===== src/rtl/video_line_fifo.sv =====
// video_line_fifo: parametrised line FIFO with occupancy flags, sticky errors, flush and recirculate
module video_line_fifo #(
  parameter int WIDTH    = 1,
  parameter int DEPTH    = 256,
  parameter int AF_LEVEL = 240
) (
  input  logic                     clk,
  input  logic                     rst,
  input  logic                     clr,
  input  logic                     wr_en,
  input  logic [WIDTH-1:0]         wr_data,
  input  logic                     rd_en,
  input  logic                     recirc,
  output logic [WIDTH-1:0]         rd_data,
  output logic                     rd_valid,
  output logic                     full,
  output logic                     empty,
  output logic                     almost_full,
  output logic [$clog2(DEPTH):0]   count,
  output logic                     overflow,
  output logic                     underflow
);
  localparam int AW = $clog2(DEPTH);
  logic [WIDTH-1:0] mem [DEPTH];
  logic [WIDTH-1:0] push_data;
  logic [AW:0] wr_ptr, rd_ptr, wr_ptr_n, rd_ptr_n, count_n;
  logic rd_acc, rc_act, wr_acc, push;
  always_comb begin
    rd_acc    = rd_en && !empty;
    rc_act    = recirc && rd_acc;
    wr_acc    = wr_en && !rc_act && (!full || rd_acc);
    push      = wr_acc || rc_act;
    push_data = rc_act ? mem[rd_ptr[AW-1:0]] : wr_data;
    wr_ptr_n  = wr_ptr + (AW+1)'(push);
    rd_ptr_n  = rd_ptr + (AW+1)'(rd_acc);
    count_n   = count + (AW+1)'(push) - (AW+1)'(rd_acc);
  end
  always_ff @(posedge clk)
    if (push) mem[wr_ptr[AW-1:0]] <= push_data;
  always_ff @(posedge clk or posedge rst)
    if (rst) begin
      wr_ptr      <= '0;
      rd_ptr      <= '0;
      count       <= '0;
      full        <= 1'b0;
      empty       <= 1'b1;
      almost_full <= 1'b0;
      rd_data     <= '0;
      rd_valid    <= 1'b0;
      overflow    <= 1'b0;
      underflow   <= 1'b0;
    end else if (clr) begin
      wr_ptr      <= '0;
      rd_ptr      <= '0;
      count       <= '0;
      full        <= 1'b0;
      empty       <= 1'b1;
      almost_full <= 1'b0;
      rd_valid    <= 1'b0;
      overflow    <= 1'b0;
      underflow   <= 1'b0;
    end else begin
      wr_ptr      <= wr_ptr_n;
      rd_ptr      <= rd_ptr_n;
      count       <= count_n;
      empty       <= wr_ptr_n == rd_ptr_n;
      full        <= (wr_ptr_n[AW] != rd_ptr_n[AW]) && (wr_ptr_n[AW-1:0] == rd_ptr_n[AW-1:0]);
      almost_full <= count_n >= (AW+1)'(AF_LEVEL);
      rd_valid    <= rd_acc;
      if (rd_acc) rd_data <= mem[rd_ptr[AW-1:0]];
      overflow    <= overflow || (wr_en && !wr_acc);
      underflow   <= underflow || (rd_en && empty);
    end
endmodule


===== config.mk =====
export PLATFORM = sky130hd
export DESIGN_NAME = video_line_fifo
export DESIGN_NICKNAME = d
export VERILOG_FILES = /design/src/rtl/video_line_fifo.sv
export SDC_FILE = /design/constraint.sdc
export NUM_CORES = 1
export LEC_CHECK = 0
export BUFFER_PORTS_ARGS = -buffer_cell sky130_fd_sc_hd__buf_2
export CORE_MARGIN = 3
export CORE_UTILIZATION = 46
export CTS_CLUSTER_DIAMETER = 40
export DETAILED_ROUTE_END_ITERATION = 12
export GPL_TIMING_DRIVEN = 0
export SYNTH_ARGS = -nofsm -noshare
export SYNTH_HDL_FRONTEND = slang
export SYNTH_SLANG_ARGS = --single-unit

===== constraint.sdc =====
create_clock -name clk -period 14.4 [get_ports clk]
set_input_delay 2.16 -clock clk [delete_from_list [all_inputs] [get_ports clk]]
set_output_delay 2.16 -clock clk [all_outputs]
set_load 0.005 [all_outputs]

==> impl_metrics.json <==
{
  "outcome": "finished clean",
  "htreeDepth": 2,
  "max_stage_delay_ns": 0.52,
  "clock-root-buffer": "clkbuf_16",
  "dieArea_mm2": 0.0308,
  "routedWlPerCell_um": 22.7,
  "grt_max_degree": 42,
  "stdcell_area_mm2": 0.0153,
  "multi_input_area_mm2": 0.00421,
  "worst_setup_path_end_kind": "flip-flop",
  "grt_pass1_vias": 8547,
  "fmax_mhz": 213,
  "holdBufCountCts": 0,
  "syn-instance-count": 1026,
  "drive_gt1_frac": 0.139,
  "worstPathBufferInverterCount": 2,
  "clk_pin_slew_ns": 0.05,
  "power.clock.fraction": 0.422,
  "pin_count": 23,
  "wirelength_mm": 34.3,
  "nets": 1118,
  "synthFlopType": "edfxtp_1",
  "synth_most_common_cell": "nor2_1",
  "start_kind": "input port",
  "gr-total-overflow": 0,
  "drv_slew": 0,
  "grtUsageMet3": 0.0502,
  "fin_crit_ns": 4.69,
  "dr.pass1.iters": 6,
  "clockBufferDepth": 3,
  "hold_violations": 0,
  "sw_frac_of_total": 0.256,
  "post-route-period-util": 0.326,
  "p_seq_frac": 0.424,
  "yosys_warnings": 0,
  "antenna_found_initial": 0,
  "cap_violations": 0,
  "irDropWorstVdd_mv": 0.101,
  "slowest_stage": "or4_1",
  "core_area_mm2": 0.0280,
  "syn-cell-area_mm2": 0.0132,
  "drc_errors": 0,
  "relSlewSlack": 0.368,
  "insertion_delay_ns": 0.53,
  "hold_class": "reg -> reg",
  "dpl-instance-area_mm2": 0.0140,
  "cts_repair_resize_count": 0,
  "yosys-top-cells-count": "nor2_1 (297), edfxtp_1 (256), mux2i_1 (53)",
  "grtUsageMet2": 0.348,
  "drt_iter0_drc": 922,
  "stdcell_count": 1509,
  "rsz0062_at_grt": "false",
  "synth_top_area_frac": 0.582,
  "switching_power_mw": 0.584,
  "die_width_um": 175,
  "ys_seq_elements": 290,
  "grt_usage": 0.226,
  "io_buffer_count": 21,
  "synth_edf_count": 256,
  "met1_usage": 0.325,
  "cp_max_fo": 6,
  "p_comb_frac": 0.154,
  "cp_cell_sequence": "buf_2 -> nand2b_1 -> inv_1 -> nand2_1 -> nand3_1 -> o21ai_0 -> ha_1 -> fa_1 -> a21o_1 -> a21oi_1 -> o21bai_1 -> a21oi_1 -> xor2_1 -> or4_1 -> o22ai_1",
  "initial_utilization": 0.472,
  "cts_setup_buffers": 0,
  "place.gp.congestion": 0.885,
  "dp.cells": 1433,
  "cts-buffers-inserted": 41,
  "synth_area_per_cell_um2": 12.9,
  "critical_path_class": "in -> reg",
  "ys_seq_area_frac": 0.646,
  "core.rowCount": 61,
  "cts_tree": "yes",
  "vias": 8678,
  "ant_nets": 0,
  "whs_ns": 0.491,
  "place.detailed.hpwl_mm": 23.2,
  "ys_types": 50,
  "setup_viol": 0,
  "finalSetupTns_ns": 0,
  "top_usage_layer": "met2",
  "regArea_mm2": 0.00854,
  "crit_required_ns": 14.84,
  "async_flop_share": 0.117,
  "internal_power_mw": 1.69,
  "via_per_inst": 5.75,
  "syn_nets": 1046,
  "power.leakage_nw": 4.88,
  "yosysTopAreaCell": "edfxtp_1",
  "antenna_cells": 0,
  "grt_first_pass_wirelength_mm": 52.1,
  "power_density_mw_per_mm2": 149,
  "finClkSkew_ns": 0.0159,
  "ys_top_cells_by_area": "edfxtp_1 (58%), nor2_1 (8.4%), dfrtp_1 (6.2%)",
  "die_h_um": 175,
  "critPathMostFrequentCell": "a21oi_1",
  "syn2layout_area_growth_pct": 15.9,
  "critical-path-top-delay-family": "compound AO/OA/AOI/OAI gates",
  "critical_path_arrival_ns": 5.13,
  "cts.sinks": 290,
  "worst-slew-pin-transition_ns": 0.947,
  "final.fill_count": 2442
}
[worst register-to-register path, cell delays in order, from the launching register on]
cell	delay [ns]
dfrtp_1	0.37
buf_6	0.15
buf_4	0.22
buf_4	0.28
buf_2	0.41
nor2_1	0.13
nor4_1	0.48
nor4_1	0.15
a211oi_1	0.51
nand3_1	0.29
a41oi_4	0.66
buf_16	0.25
buf_12	0.23
buf_16	0.21
[per-stage QoR]
step,setup WS [ns],power (mW),util
3_3_place_gp,3.18,1.34,0.492
2_1_floorplan,6.88,1.24,-
4_1_cts,9.70,2.29,0.547
6_report,9.71,2.28,0.547
3_5_place_dp,9.16,1.33,0.499
5_1_grt,9.46,2.36,0.547
[power groups by stage]
stage	Combinational, mW	Sequential [mW]	Clock [mW]
3_5_place_dp	0.350	0.983	0
2_1_floorplan	0.242	0.995	0
4_1_cts	0.352	0.967	0.974
6_report	0.350	0.966	0.961
3_3_place_gp	0.331	1.00	0
5_1_grt	0.383	0.968	1.01
[area by class of cell]
| cell class | count | area share |
|---|---|---|
| flip-flops and latches | 290 | 0.558 |
| inverters | 16 | 0.00392 |
| clock inverters | 28 | 0.0149 |
| clock buffers | 48 | 0.0715 |
| multi-input cells | 640 | 0.275 |
| well taps | 378 | 0.0309 |
| repair buffers | 29 | 0.0190 |
| plain buffers | 80 | 0.0269 |
[sequential cells by signal, indices dropped and copies added (netlist names)]
register	cells
count	9
wr_ptr	9
rd_valid	1
full	1
almost_full	1
empty	1
rd_ptr	9
overflow	1
underflow	1
mem	256
rd_data	1
[metal layers]
layer / up-vias / share of wire
met3: 84 / 0.090
li1: 3886 / -
met1: 4338 / 0.43
met2: 370 / 0.45
met5: - / 0
met4: 0 / 0.029
[placed cells by master (no fill, tap or decap), types with 31 or more instances in the layout]
cell type  count
buf_2         34
clkbuf_1      56
clkbuf_16     43
dfrtp_1       33
edfxtp_1     256
mux2i_1       53
mux4_2        31
nand2_1       38
nand3_1       35
nor2_1       297
[cell families (layout without fill, tap and decap cells)]
group                    after synthesis  in the layout  share of synthesized area
AO/OA/AOI/OAI                         83             83                     0.0454
XOR/XNOR                              31             31                     0.0205
adder cells (fa/ha/maj)               13             13                     0.0129
buffers and inverters                 96            201                     0.0357
flip-flops                           290            290                      0.646
multiplexers                          91             91                      0.107
AND/OR/NAND/NOR                      422            422                      0.132
[final timing paths]
check                                from          end  slack, ns  cells past startpoint
worst max-delay path                rd_en  almost_full       9.71                     15
worst min-delay path             overflow     overflow       0.49                      2
worst max register to register  rd_ptr[1]     mem[194]       9.90                     13
worst min register to register   overflow     overflow       0.49                      2
max in group asynchronous             rst        empty      11.85                      3
min in group asynchronous             rst     count[7]       1.84                      2
Power figures use the tool's default switching activity.
